==> config.mk <==
export PLATFORM = sky130hd
export DESIGN_NAME = sample_monitor_flat
export DESIGN_NICKNAME = d
export VERILOG_FILES = /design/src/rtl/sample_monitor_pkg.sv /design/src/rtl/sample_monitor_if.sv /design/src/rtl/sample_monitor_stat.sv /design/src/rtl/sample_monitor.sv /design/src/flat_wrapper.sv
export SDC_FILE = /design/constraint.sdc
export NUM_CORES = 2
export LEC_CHECK = 0
export CELL_PAD_IN_SITES_DETAIL_PLACEMENT = 1
export CELL_PAD_IN_SITES_GLOBAL_PLACEMENT = 2
export CORE_MARGIN = 2
export CORE_UTILIZATION = 40
export DETAILED_ROUTE_END_ITERATION = 10
export GPL_ROUTABILITY_DRIVEN = 0
export PLACE_DENSITY_LB_ADDON = 0.2
export SLEW_MARGIN = 40
export SYNTH_ARGS = -nofsm -noshare
export SYNTH_HDL_FRONTEND = slang
export SYNTH_SLANG_ARGS = --single-unit
==> constraint.sdc <==
create_clock -name clock -period 9.2 [get_ports clock]
set_input_delay 1.84 -clock clock [delete_from_list [all_inputs] [get_ports clock]]
set_output_delay 1.84 -clock clock [all_outputs]
set_load 0.01 [all_outputs]
==> src/rtl/sample_monitor_pkg.sv <==
// rtl/sample_monitor_pkg.sv - shared types, constants and helpers for sample_monitor
//
// Purpose: display mode encoding, display word width, saturating magnitude
// and the channel-select width helper used by the interface and the top.
// Ports: none (package).
package sample_monitor_pkg;

  typedef enum logic [1:0] {
    MODE_RAW      = 2'd0,
    MODE_PEAK     = 2'd1,
    MODE_MEAN     = 2'd2,
    MODE_MEAN_ABS = 2'd3
  } mode_t;

  localparam int DISP_W = 32;

  // Magnitude of a w-bit two's complement value held sign-extended in x.
  // The most-negative code has no positive counterpart, so it clips to
  // 2^(w-1)-1 instead of wrapping back to itself.
  function automatic logic [31:0] sat_abs(input logic signed [31:0] x, input int w);
    logic signed [31:0] most_neg;
    most_neg = -(32'sd1 <<< (w - 1));
    if (x == most_neg) begin
      return (32'd1 << (w - 1)) - 32'd1;
    end else if (x < 0) begin
      return -x;
    end else begin
      return x;
    end
  endfunction

  // Channel select width, never narrower than one bit.
  function automatic int sel_w(input int n);
    return (n > 1) ? $clog2(n) : 1;
  endfunction

endpackage

==> src/rtl/sample_monitor_if.sv <==
// rtl/sample_monitor_if.sv - sample input and display output bundle
//
// Purpose: groups the sample strobe path, operator selection and display
// outputs of sample_monitor.
// Signals: data/data_rdy (samples + strobe), ch_sel/mode (operator selection),
// disp_val/disp_upd (display word + update pulse).
// Modports: master drives samples and selection, slave is the monitor.
interface sample_monitor_if #(
  parameter int NUM_CH = 4,
  parameter int DATA_W = 18
);
  import sample_monitor_pkg::*;

  localparam int CH_W = sel_w(NUM_CH);

  logic [NUM_CH-1:0][DATA_W-1:0] data;
  logic                          data_rdy;
  logic [CH_W-1:0]               ch_sel;
  logic [1:0]                    mode;
  logic [DISP_W-1:0]             disp_val;
  logic                          disp_upd;

  modport master (
    output data, data_rdy, ch_sel, mode,
    input  disp_val, disp_upd
  );

  modport slave (
    input  data, data_rdy, ch_sel, mode,
    output disp_val, disp_upd
  );

endinterface

==> src/rtl/sample_monitor_stat.sv <==
// rtl/sample_monitor_stat.sv - per-channel window statistics (module sample_stat)
//
// Purpose: accumulates signed sum, magnitude sum and peak magnitude for one
// channel over a 2^LOG_WIN strobe window, latches the window results on the
// closing strobe and holds the last raw sample.
// Ports: clock, reset (sync, active-high), sample, strobe, close (closing
// strobe qualifier), raw, peak, mean, mean_abs (held results).
module sample_stat
  import sample_monitor_pkg::*;
#(
  parameter int DATA_W  = 18,
  parameter int LOG_WIN = 10
) (
  input  logic                     clock,
  input  logic                     reset,
  input  logic [DATA_W-1:0]        sample,
  input  logic                     strobe,
  input  logic                     close,
  output logic [DATA_W-1:0]        raw,
  output logic [DATA_W-2:0]        peak,
  output logic signed [DATA_W-1:0] mean,
  output logic [DATA_W-2:0]        mean_abs
);

  localparam int SUM_W     = DATA_W + LOG_WIN;
  localparam int ABS_SUM_W = SUM_W - 1;
  localparam int ABS_W     = DATA_W - 1;

  logic signed [SUM_W-1:0] sum_acc, sum_next;
  logic [ABS_SUM_W-1:0]    abs_acc, abs_next;
  logic [ABS_W-1:0]        max_acc, max_next, abs_val;

  // Saturated magnitude always fits in DATA_W-1 bits.
  assign abs_val  = ABS_W'(sat_abs(DISP_W'(signed'(sample)), DATA_W));
  // "_next" values include the current sample so the closing strobe's
  // sample lands in the results it triggers.
  assign sum_next = sum_acc + SUM_W'(signed'(sample));
  assign abs_next = abs_acc + ABS_SUM_W'(abs_val);
  assign max_next = (abs_val > max_acc) ? abs_val : max_acc;

  always_ff @(posedge clock) begin
    if (reset) begin
      sum_acc  <= '0;
      abs_acc  <= '0;
      max_acc  <= '0;
      raw      <= '0;
      peak     <= '0;
      mean     <= '0;
      mean_abs <= '0;
    end else if (strobe) begin
      raw <= sample;
      if (close) begin
        peak     <= max_next;
        mean     <= DATA_W'(sum_next >>> LOG_WIN);
        mean_abs <= ABS_W'(abs_next >> LOG_WIN);
        sum_acc  <= '0;
        abs_acc  <= '0;
        max_acc  <= '0;
      end else begin
        sum_acc <= sum_next;
        abs_acc <= abs_next;
        max_acc <= max_next;
      end
    end
  end

endmodule

==> src/rtl/sample_monitor.sv <==
// rtl/sample_monitor.sv - multi-channel window statistics with display mux
//
// Purpose: runs NUM_CH sample_stat channels on a shared window counter and
// drives one registered 32-bit display word for the selected channel/mode.
// Ports: clock, reset (sync, active-high), bus (sample_monitor_if.slave:
// data, data_rdy, ch_sel, mode in; disp_val, disp_upd out).
// Pipeline: strobe/selection registered in stage 1, display word in stage 2.
module sample_monitor
  import sample_monitor_pkg::*;
#(
  parameter int NUM_CH  = 4,
  parameter int DATA_W  = 18,
  parameter int LOG_WIN = 10
) (
  input  logic              clock,
  input  logic              reset,
  sample_monitor_if.slave   bus
);

  localparam int CH_W = sel_w(NUM_CH);

  logic [LOG_WIN-1:0] win_cnt;
  logic               close;

  logic [DATA_W-1:0]  raw_v      [NUM_CH];
  logic [DATA_W-2:0]  peak_v     [NUM_CH];
  logic [DATA_W-1:0]  mean_v     [NUM_CH];
  logic [DATA_W-2:0]  mean_abs_v [NUM_CH];

  logic [CH_W-1:0]    ch_sel_q, ch_sel_prev;
  mode_t              mode_q, mode_prev;
  logic               rdy_q, close_q;
  logic               sel_change, update;
  logic [DISP_W-1:0]  disp_next;

  // The strobe that wraps the counter back to zero closes the window.
  assign close = bus.data_rdy && (win_cnt == '1);

  always_ff @(posedge clock) begin
    if (reset) begin
      win_cnt <= '0;
    end else if (bus.data_rdy) begin
      win_cnt <= win_cnt + 1'b1;
    end
  end

  for (genvar g = 0; g < NUM_CH; g++) begin : g_ch
    sample_stat #(
      .DATA_W  (DATA_W),
      .LOG_WIN (LOG_WIN)
    ) u_stat (
      .clock    (clock),
      .reset    (reset),
      .sample   (bus.data[g]),
      .strobe   (bus.data_rdy),
      .close    (close),
      .raw      (raw_v[g]),
      .peak     (peak_v[g]),
      .mean     (mean_v[g]),
      .mean_abs (mean_abs_v[g])
    );
  end

  // Stage 1: selection and strobe flags registered alongside the stat update,
  // so the stage-2 mux sees the selection and results of the same cycle.
  always_ff @(posedge clock) begin
    if (reset) begin
      ch_sel_q    <= '0;
      ch_sel_prev <= '0;
      mode_q      <= MODE_RAW;
      mode_prev   <= MODE_RAW;
      rdy_q       <= 1'b0;
      close_q     <= 1'b0;
    end else begin
      ch_sel_q    <= bus.ch_sel;
      ch_sel_prev <= ch_sel_q;
      mode_q      <= mode_t'(bus.mode);
      mode_prev   <= mode_q;
      rdy_q       <= bus.data_rdy;
      close_q     <= close;
    end
  end

  assign sel_change = (ch_sel_q != ch_sel_prev) || (mode_q != mode_prev);
  // A strobe and a selection change together collapse into one update.
  assign update     = sel_change || (rdy_q && ((mode_q == MODE_RAW) || close_q));

  // Out-of-range ch_sel matches no channel and leaves the word at zero.
  always_comb begin
    disp_next = '0;
    for (int i = 0; i < NUM_CH; i++) begin
      if (ch_sel_q == CH_W'(i)) begin
        case (mode_q)
          MODE_RAW:      disp_next = {{(DISP_W-DATA_W){raw_v[i][DATA_W-1]}}, raw_v[i]};
          MODE_PEAK:     disp_next = {{(DISP_W-DATA_W+1){1'b0}}, peak_v[i]};
          MODE_MEAN:     disp_next = {{(DISP_W-DATA_W){mean_v[i][DATA_W-1]}}, mean_v[i]};
          MODE_MEAN_ABS: disp_next = {{(DISP_W-DATA_W+1){1'b0}}, mean_abs_v[i]};
          default:       disp_next = '0;
        endcase
      end
    end
  end

  // Stage 2: output register.
  always_ff @(posedge clock) begin
    if (reset) begin
      bus.disp_val <= '0;
      bus.disp_upd <= 1'b0;
    end else begin
      bus.disp_upd <= update;
      if (update) begin
        bus.disp_val <= disp_next;
      end
    end
  end

endmodule

==> src/flat_wrapper.sv <==
// flat-port wrapper written by rule: the top's interface ports become plain ports
module sample_monitor_flat import sample_monitor_pkg::*;
#(
  parameter int NUM_CH  = 4,
  parameter int DATA_W  = 18,
  parameter int LOG_WIN = 10
)
  (clock, reset, bus_data, bus_data_rdy, bus_ch_sel, bus_mode, bus_disp_val, bus_disp_upd);
  sample_monitor_if #(.NUM_CH(NUM_CH), .DATA_W(DATA_W)) bus_i ();
  input  logic clock;
  input  logic reset;
  input wire logic [$bits(bus_i.data)-1:0] bus_data;
  input wire logic [$bits(bus_i.data_rdy)-1:0] bus_data_rdy;
  input wire logic [$bits(bus_i.ch_sel)-1:0] bus_ch_sel;
  input wire logic [$bits(bus_i.mode)-1:0] bus_mode;
  output wire logic [$bits(bus_i.disp_val)-1:0] bus_disp_val;
  output wire logic [$bits(bus_i.disp_upd)-1:0] bus_disp_upd;
  assign bus_i.data = bus_data;
  assign bus_i.data_rdy = bus_data_rdy;
  assign bus_i.ch_sel = bus_ch_sel;
  assign bus_i.mode = bus_mode;
  assign bus_disp_val = bus_i.disp_val;
  assign bus_disp_upd = bus_i.disp_upd;
  sample_monitor #(.NUM_CH(NUM_CH), .DATA_W(DATA_W), .LOG_WIN(LOG_WIN)) u_core (.clock(clock), .reset(reset), .bus(bus_i));
endmodule
==> reports/metrics.cfg <==
[yosys]
yosys.area_share.simple_pct=17.4
synth-seq-cells=607
synth_top_family_by_area=compound AO/OA/AOI/OAI gates
synth_top_area_share_pct=33.0
synthAdderAreaFrac_pct=9.04
synthesis.nets=4741
synth.area.mux_share_pct=6.97
synth_area_leaders=dfxtp_1, ha_1, nand2_1
ys.flop_type=dfxtp_1
yosysSeqAreaShare_pct=33.0
yosysTopAreaCell=dfxtp_1
synth_cell_types=92
syn_inst=4401
synth_edf_count=0
synthXorXnorAreaFrac_pct=5.97
syn_area_sq_mm=0.0368
synth-compound-area-share_pct=22.8
synthArstFlopShare_pct=0
yosys_warnings=0
avgSynthCellArea_sq_um=8.36

[clocking]
clock_sinks=607
numCtsBuffers=76
post-cts-setup-buffer-count=0
htreeDepth=3
clkLatencyLatePin_ns=0.64
cts_buffer_depth=3
root_buffer=clkbuf_16
clk_pin_slew_ns=0.06
ctsResizeCount=0
cts_tree=yes
ctsHoldBuffers=0

[setup_path]
crit_required_ns=9.74
path_max_fanout=15
endpoint_kind=flip-flop
worst_setup_path_start_kind=primary input
cpPeakStageDelay_ns=0.57
cp_data_arrival_time_ns=7.79
slowest_stage=nor4b_1
path_buf_inv=3
cpLargestDelayFamily=simple AND/OR/NAND/NOR gates
cp_cell_sequence=clkdlybuf4s50_1, inv_1, ha_1, or3b_2, nor3_1, nand3_1, nor4_1, nand3b_1, nand2_1, ha_1, inv_1, fa_1, nor2b_1, o21a_1, o21ai_0, a21boi_0, nor3_1, nor4b_1, o21ai_0, xnor2_1, a211oi_1
criticalPathCategory=in2reg

[die]
io_pins=112
placementRows=111
dieArea_sq_mm=0.0944
initial_utilization_pct=40.2
core_sq_mm=0.0914
dieWidth_um=307
dieHeight_um=307

[sta]
maxSlewHeadroom_pct=41.5
fin_tns_setup_ns=0
fmax_mhz=138
min_period_ns=7.25
period_share_pct=78.8
slew_viol_final=0
hold_viol=0
worst_slew_pin_slew_ns=0.855
worst_hold_slack_ns=0.451
finClkSkew_ns=0.0303
rsz0062_at_grt=false
setup_violations=0

[power]
total_leakage_power_nw=16.5
power.density_mw_per_mm2=202
peakVddDrop_mv=0.125

[placement]
dp_hpwl_um=94100
io_buffers=111

[global_route]
grt_pass1_wl_um=207000
track_usage_pct=28.0
antenna_found_initial=4
gr-total-overflow=0
grt_pass1_vias=33500
grt_max_degree=142

[layout]
multi_input_area_sq_mm=0.0230
fillers=10700
drive_above_1_share_pct=6.84
nets=4686
syn2layout_area_growth_pct=12.2
seqCellArea_sq_mm=0.0122

[drt]
firstDrtPassIters=5
vias=33500
detail-route-antenna-nets=0
drt-initial-drc-count=2066
routed_wirelength_um=134000
viasPerCell=5.99
drc=0
wire_per_inst_um=23.9

[min_path]
hp-class=reg2reg

[job]
maxCapViolCount=0

[run_status]
run_status=completed

[flip-flops by register name, indices dropped and copies added (netlist names)]
name and flops:
u_core.g_ch.u_stat.sum_acc 112, u_core.g_ch.u_stat.abs_acc 108, u_core.g_ch.u_stat.mean 72, u_core.g_ch.u_stat.raw 72, u_core.g_ch.u_stat.max_acc 68, u_core.g_ch.u_stat.mean_abs 68
u_core.g_ch.u_stat.peak 68, u_core.bus.disp_val 18, u_core.win_cnt 10, u_core.ch_sel_prev 2, u_core.ch_sel_q 2, u_core.mode_prev 2
u_core.mode_q 2, u_core.bus.disp_upd 1, u_core.close_q 1, u_core.rdy_q 1
[metal layers]
metal	track usage, %	part of all wire [%]	vias to the layer above
li1	-	-	15900
met1	39.4	48	16800
met2	45.3	46	586
met3	3.38	3.7	196
met4	7.60	2.8	2
met5	0	0.0082	-
[report_power, final]
| part | internal [mW] | switching, mW |
|---|---|---|
| logic | 0.925 | 1.41 |
| clock network | 1.78 | 1.26 |
| registers | 2.83 | 0.152 |
| total | 5.53 | 2.83 |
[Yosys cell counts (11+ instances only)]
library cell  count
a41oi_1          21
inv_1           153
or4_1            14
a21oi_1         332
o21ai_0         243
o21a_1           29
a311o_1          37
nand3_1         164
o31ai_1          28
a21o_1          108
nand4_1          57
o211ai_1         22
mux4_2           61
o41ai_1          11
a22oi_1          80
o22ai_1          11
ha_1            253
nor2b_1          30
nor4_1           16
xor2_1          116
a22o_1           75
nor2_1          381
dfxtp_1         607
nand2_1         485
nand2b_1         33
o21ai_1          17
and3_1           32
buf_1            38
a31oi_1          53
mux2i_1         110
xnor2_1         127
clkbuf_1        236
a211o_1          15
or3_1            41
o21bai_1         21
buf_4            14
nor3_1           68
a211oi_1         60
a311oi_1         13
and2_1           15
[worst min-delay path: cells and delay by family, from the launching register on]
family          cells  cell delay (ns)
flops               1             0.31
simple gates        1             0.05
compound gates      1             0.05
[placed cells by master (no fill, tap or decap), drive strengths merged, types with 30 or more instances in the layout]
cell             n
nor2           381
nand3          164
inv            158
and3            32
mux2i          111
xor2           116
clkdlybuf4s50  109
xnor2          127
o21ai          260
nor3            68
buf             51
nand2          495
a22oi           80
or3             42
a21o           108
nand4           57
a21oi          332
dfxtp          607
a22o            75
a211oi          60
nor2b           30
nand2b          33
mux4            61
a311o           37
a31oi           53
ha             253
clkbuf         103
[layout make-up]
cell class	instances	area share (%)
Antenna cell	1	0.00606
Clock buffer	102	5.29
Clock inverter	31	0.728
Inverter	157	1.45
Multi-Input combinational cell	3343	55.7
Sequential cell	607	29.5
Tap cell	1186	3.60
Timing Repair Buffer	161	3.82
[stage by stage]
step           utilization, %  worst slack [ns]  power, mW  instances  instance area, sq um
2_1_floorplan               -              2.53       4.67       4401                 36800
3_3_place_gp             42.3              1.37       5.30       5451                 38700
3_5_place_dp             42.4              1.45       5.34       5453                 38700
4_1_cts                  45.1              2.07       8.41       5586                 41200
5_1_grt                  45.2              1.57       8.81       5587                 41300
6_report                 45.2              1.95       8.36       5588                 41300
[final timing paths]
path                                     from                                  to  slack [ns]  depth (start not counted)
max                              bus_data[19]  u_core.g_ch[1].u_stat.mean_abs[14]        1.95                         21
min            u_core.g_ch[1].u_stat.peak[14]      u_core.g_ch[1].u_stat.peak[14]        0.45                          2
max reg2reg  u_core.g_ch[0].u_stat.abs_acc[0]  u_core.g_ch[0].u_stat.mean_abs[16]        5.64                         12
min reg2reg    u_core.g_ch[1].u_stat.peak[14]      u_core.g_ch[1].u_stat.peak[14]        0.45                          2
[cell families after synthesis]
family | Yosys count
AO/OA/AOI/OAI | 1264
buffers and inverters | 451
adder cells (fa/ha/maj) | 261
flip-flops | 607
XOR/XNOR | 246
AND/OR/NAND/NOR | 1394
multiplexers | 178
Note: power is estimated with default switching activity, not from simulation.
